==> src/rtl/if_stage.sv <==
// Instruction fetch stage: BOOT/FETCH/HOLD sequencer with one-entry skid buffer.
// Optional macro IF_SQUASH_NOP_EN turns words fetched while JUMPEN is high into nops.
module if_stage #(
    parameter logic [31:0] RESET_PC = 32'h0000_0000
) (
    input  logic        clk,
    input  logic        rst_n,
    input  logic        stall,
    input  logic        redirect,
    input  logic [31:0] redirect_pc,
    output logic        imem_req,
    output logic [31:0] imem_addr,
    input  logic        imem_ready,
    input  logic [31:0] imem_rdata,
    output logic [31:0] instr,
    output logic [31:0] next_pc,
    output logic        JUMPEN
);

    localparam logic [1:0] BOOT  = 2'd0;
    localparam logic [1:0] FETCH = 2'd1;
    localparam logic [1:0] HOLD  = 2'd2;

    logic [1:0]  state_q, state_d;
    logic [31:0] pc_q, pc_d;
    logic [31:0] instr_q, instr_d;
    logic [31:0] npc_q, npc_d;
    logic [31:0] buf_instr_q, buf_instr_d;
    logic [31:0] buf_npc_q, buf_npc_d;
    logic [1:0]  cnt_q, cnt_d;

    logic [31:0] pc_plus4;
    logic        redir_eff;
    logic        squash;

    assign pc_plus4  = pc_q + 32'd4;
    assign redir_eff = redirect && (state_q != BOOT);
    assign JUMPEN    = (cnt_q != 2'd0);
    assign imem_req  = (state_q == FETCH);
    assign imem_addr = pc_q;
    assign instr     = instr_q;
    assign next_pc   = npc_q;

`ifdef IF_SQUASH_NOP_EN
    assign squash = JUMPEN;
`else
    assign squash = 1'b0;
`endif

    // Next-state, pc, output and buffer selection for the fetch sequencer.
    always_comb begin
        state_d     = state_q;
        pc_d        = pc_q;
        instr_d     = instr_q;
        npc_d       = npc_q;
        buf_instr_d = buf_instr_q;
        buf_npc_d   = buf_npc_q;
        unique case (state_q)
            BOOT: begin
                state_d = FETCH;
            end
            FETCH: begin
                if (redir_eff) begin
                    pc_d        = {redirect_pc[31:2], 2'b00};
                    instr_d     = 32'd0;
                    buf_instr_d = 32'd0;
                    buf_npc_d   = 32'd0;
                end else if (imem_ready && !stall) begin
                    instr_d = squash ? 32'd0 : imem_rdata;
                    npc_d   = pc_plus4;
                    pc_d    = pc_plus4;
                end else if (imem_ready) begin
                    buf_instr_d = imem_rdata;
                    buf_npc_d   = pc_plus4;
                    state_d     = HOLD;
                end else if (!stall) begin
                    instr_d = 32'd0;
                end
            end
            HOLD: begin
                if (redir_eff) begin
                    pc_d        = {redirect_pc[31:2], 2'b00};
                    instr_d     = 32'd0;
                    buf_instr_d = 32'd0;
                    buf_npc_d   = 32'd0;
                    state_d     = FETCH;
                end else if (!stall) begin
                    instr_d = squash ? 32'd0 : buf_instr_q;
                    npc_d   = buf_npc_q;
                    pc_d    = pc_plus4;
                    state_d = FETCH;
                end
            end
            default: begin
                state_d = BOOT;
            end
        endcase
    end

    // Squash window: reload on redirect, count down only on unstalled cycles.
    always_comb begin
        cnt_d = cnt_q;
        if (redir_eff) begin
            cnt_d = 2'd3;
        end else if (!stall && cnt_q != 2'd0) begin
            cnt_d = cnt_q - 2'd1;
        end
    end

    // State registers; reset drops any outstanding access and buffered word.
    always_ff @(posedge clk or negedge rst_n) begin
        if (!rst_n) begin
            state_q     <= BOOT;
            pc_q        <= RESET_PC;
            instr_q     <= 32'd0;
            npc_q       <= RESET_PC;
            buf_instr_q <= 32'd0;
            buf_npc_q   <= 32'd0;
            cnt_q       <= 2'd0;
        end else begin
            state_q     <= state_d;
            pc_q        <= pc_d;
            instr_q     <= instr_d;
            npc_q       <= npc_d;
            buf_instr_q <= buf_instr_d;
            buf_npc_q   <= buf_npc_d;
            cnt_q       <= cnt_d;
        end
    end

endmodule

==> config.mk <==
export PLATFORM = sky130hd
export DESIGN_NAME = if_stage
export DESIGN_NICKNAME = d
export VERILOG_FILES = /design/src/rtl/if_stage.sv
export SDC_FILE = /design/constraint.sdc
export NUM_CORES = 1
export LEC_CHECK = 0
export ABC_AREA = 1
export CORE_MARGIN = 1
export CORE_UTILIZATION = 35
export DETAILED_ROUTE_END_ITERATION = 7
export PLACE_DENSITY = 0.69
export SLEW_MARGIN = 20
export SYNTH_ARGS = -nofsm -noshare
export SYNTH_HDL_FRONTEND = slang
export SYNTH_SLANG_ARGS = --single-unit
==> constraint.sdc <==
create_clock -name clk -period 2.5 [get_ports clk]
set_clock_uncertainty 0.1 [all_clocks]
set_input_delay 0.25 -clock clk [delete_from_list [all_inputs] [get_ports clk]]
set_output_delay 0.25 -clock clk [all_outputs]
set_load 0.05 [all_outputs]
==> metrics.md, run 1 <==
| Metric | Value |
|---|---|
| YS warnings | `0` |
| Placed inst area | `9660 µm²` |
| Worst Path Max Fanout | `3` |
| Reg2reg start | `state_q[0]$_DFFE_PN0P_` |
| Final ANT Viol Nets | `0` |
| Share of layout cells above drive strength 1 | `6.81%` |
| Fmax | `between 400 and 500 MHz` |
| Die ar. | `roughly 23000 µm²` |
| Final Critical Period | `2.27 ns` |
| Clk buf depth | `2` |
| Most frequent cells in the layout | `nand2_1, dfrtp_1, clkdlybuf4s50_1` |
| Largest net degree at the start of global routing | `65` |
| Synth Instances | `988` |
| Crit-path slowest cell | `clkdlybuf4s50_1` |
| Setup Buffers After CTS | `0` |
| Worst Path Arrival | `around 1.9 ns` |
| Global-route wire length before repair | `36.1 mm` |
| Max-slew violations | `0` |
| DR vias/cell | `5.00` |
| Crit. End Element | `output pin` |
| WP buf/inv | `3` |
| Setup violations, final | `0` |
| Crit path launch type | `flop` |
| Cells along the critical path | `inv_1 -> ha_1 -> inv_1 -> clkdlybuf4s50_1` |
| Clk_lat worst skew | `0.42 ns` |
| Clock slew at reported path FFs | `roughly 0.060 ns` |
| Slew Limit Headroom | `59.7%` |
| Initial antenna violation count | `0` |
| Post-route setup TNS | `0 ns` |
| CTS H-tree lvls | `4` |
| Iteration-0 DRC Markers | `a little under 500` |
| Critical path class | `reg -> out` |
| Fin util | `a little under half` |
| Global Route Usage Sum | `20.5%` |
| Status | `finished clean` |
| Final instance area | `just over 10000 µm²` |
| Die H | `around 150 µm` |
| I/O Buffers | `160` |
| Hold WS | `0.208 ns` |
| Delay of the slowest critical-path stage | `0.84 ns` |
| Core Rows | `54` |
| Commonest non-fill, non-tap cell in the layout | `nand2_1` |
| Critical path startpoint | `cnt_q[0]$_DFFE_PN0P_` |
| WL per Instance | `15.7 µm` |
| Register bit total from synthesis | `around 160` |
| IO Count | `167` |
| Area delta synth->final | `32.8%` |
| Reg2Reg Setup Slack | `0.34 ns` |
| Vias | `7134` |
| Core Footprint | `21800 µm²` |
| CTS tree | `built` |
| Vias in the first global route | `6855` |
| Clock tree root buffer cell | `clkbuf_16` |
| Max-cap violations | `0` |
| Avg Cell Area, Syn | `between 7 and 8 µm²` |
| Routed wire length | `approximately 22 mm` |
| Endpoints failing hold | `0` |
| DRC Markers | `0` |
| Unrepaired setup endpoints after global routing | `no` |
| Placer congestion estimate | `0.857` |
| Final worst path period share | `roughly nine tenths` |
| Dpl hpwl | `14.6 mm` |
| Min-delay worst type | `in -> async` |
| Sequential area share after synthesis | `around 50%` |
| Die Span X | `151 µm` |
| Worst-margin pin slew | `0.602 ns` |
| Clock sink total | `158` |
| Synth Cell Area | `7750 µm²` |
| Top cell by count, worst path | `inv_1` |
| Kind of cell adding the most delay to the critical path | `buffers and inverters` |
| Remaining global-route overflow | `0` |
| Initial Util | `35.6%` |
| # nets final | `between 1k and 1.5k` |
| WP data required | `2.15 ns` |
| Cts bufs inserted | `17` |
| Yosys cell types | `34` |
| Pre-antenna DRT Iters | `5` |
-- per-layer routing --
layer	track usage, %	wire length, µm
met1	27.8	10200
met4	6.45	316
met5	0	0
met2	32.5	10300
met3	4.31	1660
-- registers in the layout (all words and copies together), names as in the netlist --
name         flops
state_q          2
buf_npc_q       30
imem_addr       30
buf_instr_q     32
instr           32
cnt_q            2
next_pc         30
-- area by class of cell --
cell class	instances	area, µm²
diodes	1	2.50
clock buffers	20	437
clock inverters	12	184
fillers	2095	11500
inverters	49	184
multi-input cells	727	3370
flip-flops and latches	158	3950
well taps	280	350
repair buffers	179	1810
-- cells in the mapped netlist --
library cell    n  area share [%]
inv_2           3            0.15
buf_2          15            0.97
nand2_1       303              15
nor2_4          4            0.58
nand4_1         1           0.081
a22oi_1         6            0.58
nand2_2         4            0.32
ha_1            5            0.81
a31oi_1         4            0.32
or2_1           2            0.16
clkbuf_1       31             1.5
buf_6           1            0.15
a21boi_1        5            0.48
o211ai_2        1            0.16
nor2_2          7            0.57
nor2_8          1            0.26
inv_1          46             2.2
a21oi_1        95             6.1
dfrtp_1       158              51
xor2_1         12             1.4
o31ai_4         1            0.27
buf_1           3            0.15
a2bb2oi_1       1            0.11
and2_1          2            0.16
o21a_1          2            0.19
or2_2           6            0.48
o21ai_0       108             7.0
nor2_1        112             5.4
o21ai_1         8            0.52
a21boi_0        9            0.87
nand3_2         1            0.13
buf_4           7            0.68
nand3_1        23             1.5
conb_1          1           0.048
-- final timing paths --
| kind | to | depth (start not counted) |
|---|---|---|
| max | JUMPEN | 4 |
| min | instr[29]$_DFFE_PN0P_ | 2 |
| max reg2reg | imem_addr[11]$_DFFE_PN0P_ | 9 |
| min reg2reg | next_pc[23]$_DFFE_PN0P_ | 2 |
| max in group asynchronous | buf_npc_q[16]$_DFFE_PN0P_ | 3 |
| min in group clk | buf_instr_q[9]$_DFFE_PN0P_ | 3 |
-- worst reg2reg max path: cells and delay by family (launching register included) --
family	cells	cell delay, ns
AOI/OAI and AO/OA	1	0.16
and+or+nand+nor	5	1.03
adders and majority gates	1	0.25
DFF	1	0.35
buffers and inverters	2	0.19
-- per-stage QoR --
step,setup WS [ns],cells
finish,0.234,1426
global route,0.127,1425
CTS,0.0750,1425
detailed placement,0.248,1392
global placement,0.298,1392
floorplan,0.308,991
-- kinds of logic (layout without fill, tap and decap cells) --
| family | Yosys count | after routing | share of synthesized area (%) |
|---|---|---|---|
| AND/OR/NAND/NOR | 466 | 466 | 24.3 |
| AO/OA/AOI/OAI | 240 | 240 | 16.6 |
| flip-flops | 158 | 158 | 51.0 |
| buffers and inverters | 106 | 260 | 5.81 |
| XOR/XNOR | 12 | 12 | 1.36 |
| adder cells (fa/ha/maj) | 5 | 5 | 0.807 |
| other | 1 | 5 | 0.0484 |
-- repair_timing --
action | 4_1_cts | 5_1_grt
endpoints found under the hold margin | 43 | 0
endpoints found under the setup margin | 0 | 1
hold buffers | 1 | 0
resized for setup | 0 | 1
Power of run 1 is left out: the tool's default activity adds up to more than one toggle a clock period on the data nets, which glitch-free logic cannot reach.
==> inputs of run 2 (changes only) <==
--- a/config.mk
+++ b/config.mk
@@ -6,6 +6,7 @@
 export NUM_CORES = 1
 export LEC_CHECK = 0
 export ABC_AREA = 1
+export CORE_ASPECT_RATIO = 0.8
 export CORE_MARGIN = 1
 export CORE_UTILIZATION = 35
 export DETAILED_ROUTE_END_ITERATION = 7
==> run 2 against run 1 <==
Worst setup slack improved by 0.020 ns. Wire length increased by 3.2%. Via count up 0.62%. Hold slack better by 0.037 ns. Register-to-register slack worse by 0.06 ns. Critical path depth stayed put. Cell count decreased by 0.14%. Count of clock-buffer cells in the layout increased by 1. Final area up 0.29%.
==> metrics.md, run 2 (same netlist as run 1, synthesis figures left out) <==
| Metric | Value |
|---|---|
| Core Footprint | `21600 µm² (-0.62%)` |
| Vias in the first global route | `7104 (+3.6%)` |
| Worst Path Arrival | `1.90 ns (-0.02 ns)` |
| Initial Util | `35.8% (+0.22 points)` |
| Max-cap violations | `0 (unchanged)` |
| Clock sink total | `158 (unchanged)` |
| Initial antenna violation count | `0 (unchanged)` |
| Largest net degree at the start of global routing | `63 (-3.1%)` |
| Area delta synth->final | `33.2%` |
| DRC Markers | `0 (unchanged)` |
| WP data required | `2.15 ns (about the same)` |
| Crit. End Element | `output pin` |
| Setup Buffers After CTS | `0 (unchanged)` |
| Cts bufs inserted | `17 (unchanged)` |
| Reg2reg path depth | `9 (unchanged)` |
| Commonest non-fill, non-tap cell in the layout | `nand2_1` |
| Final ANT Viol Nets | `0 (unchanged)` |
| Clk_lat worst skew | `0.43 ns (about the same)` |
| DR vias/cell | `5.04 (+0.76%)` |
| Clock slew at reported path FFs | `0.07 ns (about the same)` |
| Max-slew violations | `0 (unchanged)` |
| Reg area | `3950 µm² (unchanged)` |
| Die Span X | `168 µm (+12%)` |
| Fmax | `445 MHz (+0.89%)` |
| Routed wire length | `23.1 mm (+3.2%)` |
| Pre-antenna DRT Iters | `5 (unchanged)` |
| Clk buf depth | `2 (unchanged)` |
| IO Count | `167 (unchanged)` |
| I/O Buffers | `160 (unchanged)` |
| Global-route wire length before repair | `37.3 mm (+3.4%)` |
| Status | `finished clean` |
| Fillcell total | `2143 (+2.3%)` |
| DP Worst Slack | `0.0526 ns (-0.195 ns)` |
| Die ar. | `22700 µm² (about the same)` |
| Worst Path Max Fanout | `3 (unchanged)` |
| Post-route setup slack | `0.254 ns (+0.0201 ns)` |
| Vias | `7178 (+0.62%)` |
| Remaining global-route overflow | `0 (unchanged)` |
| Core Rows | `48 (-11%)` |
| Endpoints failing hold | `0 (unchanged)` |
| Die H | `135 µm (-10%)` |
| Reg2reg start | `state_q[0]$_DFFE_PN0P_` |
| Slew Limit Headroom | `60.8% (+1.1 points)` |
| Worst-margin pin slew | `0.586 ns (-0.0166 ns)` |
| Most frequent cells in the layout | `nand2_1, dfrtp_1, clkdlybuf4s50_1` |
| Hold WS | `0.244 ns (+0.0367 ns)` |
| Critical path class | `reg -> out` |
| Setup violations, final | `0 (unchanged)` |
| Dpl hpwl | `15.1 mm (+3.2%)` |
| Final Critical Period | `2.25 ns (-0.0201 ns)` |
| # diodes | `0 (-1)` |
| CTS H-tree lvls | `4 (unchanged)` |
| Final worst path period share | `89.8% (-0.80 points)` |
| Area occupied by multi-input gates | `3380 µm² (+0.33%)` |
| CTS tree | `built` |
| Min-delay worst type | `in -> async` |
| Reg2Reg Setup Slack | `0.28 ns (-0.06 ns)` |
| Unrepaired setup endpoints after global routing | `no` |
| Crit path launch type | `flop` |
| Iteration-0 DRC Markers | `516 (+6.2%)` |
| Share of layout cells above drive strength 1 | `7.31% (+0.50 points)` |
| Worst r2r dst | `instr[24]$_DFFE_PN0P_` |
| WL per Instance | `16.2 µm (+3.3%)` |
| Clock tree root buffer cell | `clkbuf_16` |
| Post-route setup TNS | `0 ns (unchanged)` |
| Placer congestion estimate | `0.841 (-1.8%)` |
| # nets final | `1210 (+0.33%)` |
| Global Route Usage Sum | `21.0% (+0.49 points)` |
[run 2: how the worst max path moves through the flow]
| stage | start | end | slack [ns] | cells past startpoint |
|---|---|---|---|---|
| final | cnt_q[0]$_DFFE_PN0P_ | JUMPEN | 0.25 | 4 |
| after global routing | state_q[0]$_DFFE_PN0P_ | instr[1]$_DFFE_PN0P_ | 0.09 | 9 |
| after CTS | state_q[0]$_DFFE_PN0P_ | imem_addr[20]$_DFFE_PN0P_ | 0.05 | 9 |
| after floorplan | state_q[1]$_DFFE_PN0P_ | imem_addr[16]$_DFFE_PN0P_ | 0.31 | 11 |
| after global placement | redirect | imem_addr[23]$_DFFE_PN0P_ | 0.13 | 9 |
| after detailed placement | redirect | imem_addr[20]$_DFFE_PN0P_ | 0.05 | 9 |
[run 2: what timing repair did]
action	CTS	global route
resized for setup	0	3
hold buffers	1	0
endpoints found under the setup margin	0	28
hold endpoints to repair	51	0
[run 2: cell type report]
| cell class | count | area share [%] |
|---|---|---|
| Timing Repair Buffer | 182 | 17.8 |
| Clock buffer | 21 | 4.56 |
| Multi-Input combinational cell | 728 | 32.7 |
| Tap cell | 275 | 3.33 |
| Inverter | 49 | 1.78 |
| Sequential cell | 158 | 38.3 |
| Clock inverter | 11 | 1.52 |
[run 2: stage by stage]
stage | instances | instance area (µm²) | utilization [%]
floorplan | 991 | 7760 | -
global placement | 1389 | 9650 | 44.6
detailed placement | 1389 | 9650 | 44.6
CTS | 1422 | 10300 | 47.6
global route | 1424 | 10300 | 47.7
finish | 1424 | 10300 | 47.7
[run 2: critical path: stages (launching register included)]
cell and delay, ns:
dfrtp_1 0.36, inv_1 0.05, ha_1 0.18, inv_1 0.07, clkdlybuf4s50_1 0.81
[run 2: per-layer routing]
| metal | wire length [µm] | up-vias | track usage (%) |
|---|---|---|---|
| met3 | 1630 | 28 | 5.13 |
| met2 | 10200 | 241 | 31.9 |
| met4 | 337 | 0 | 6.26 |
| li1 | - | 3486 | - |
| met5 | 0 | - | 0 |
| met1 | 11000 | 3423 | 29.5 |
Power of run 2 is left out for the same reason.
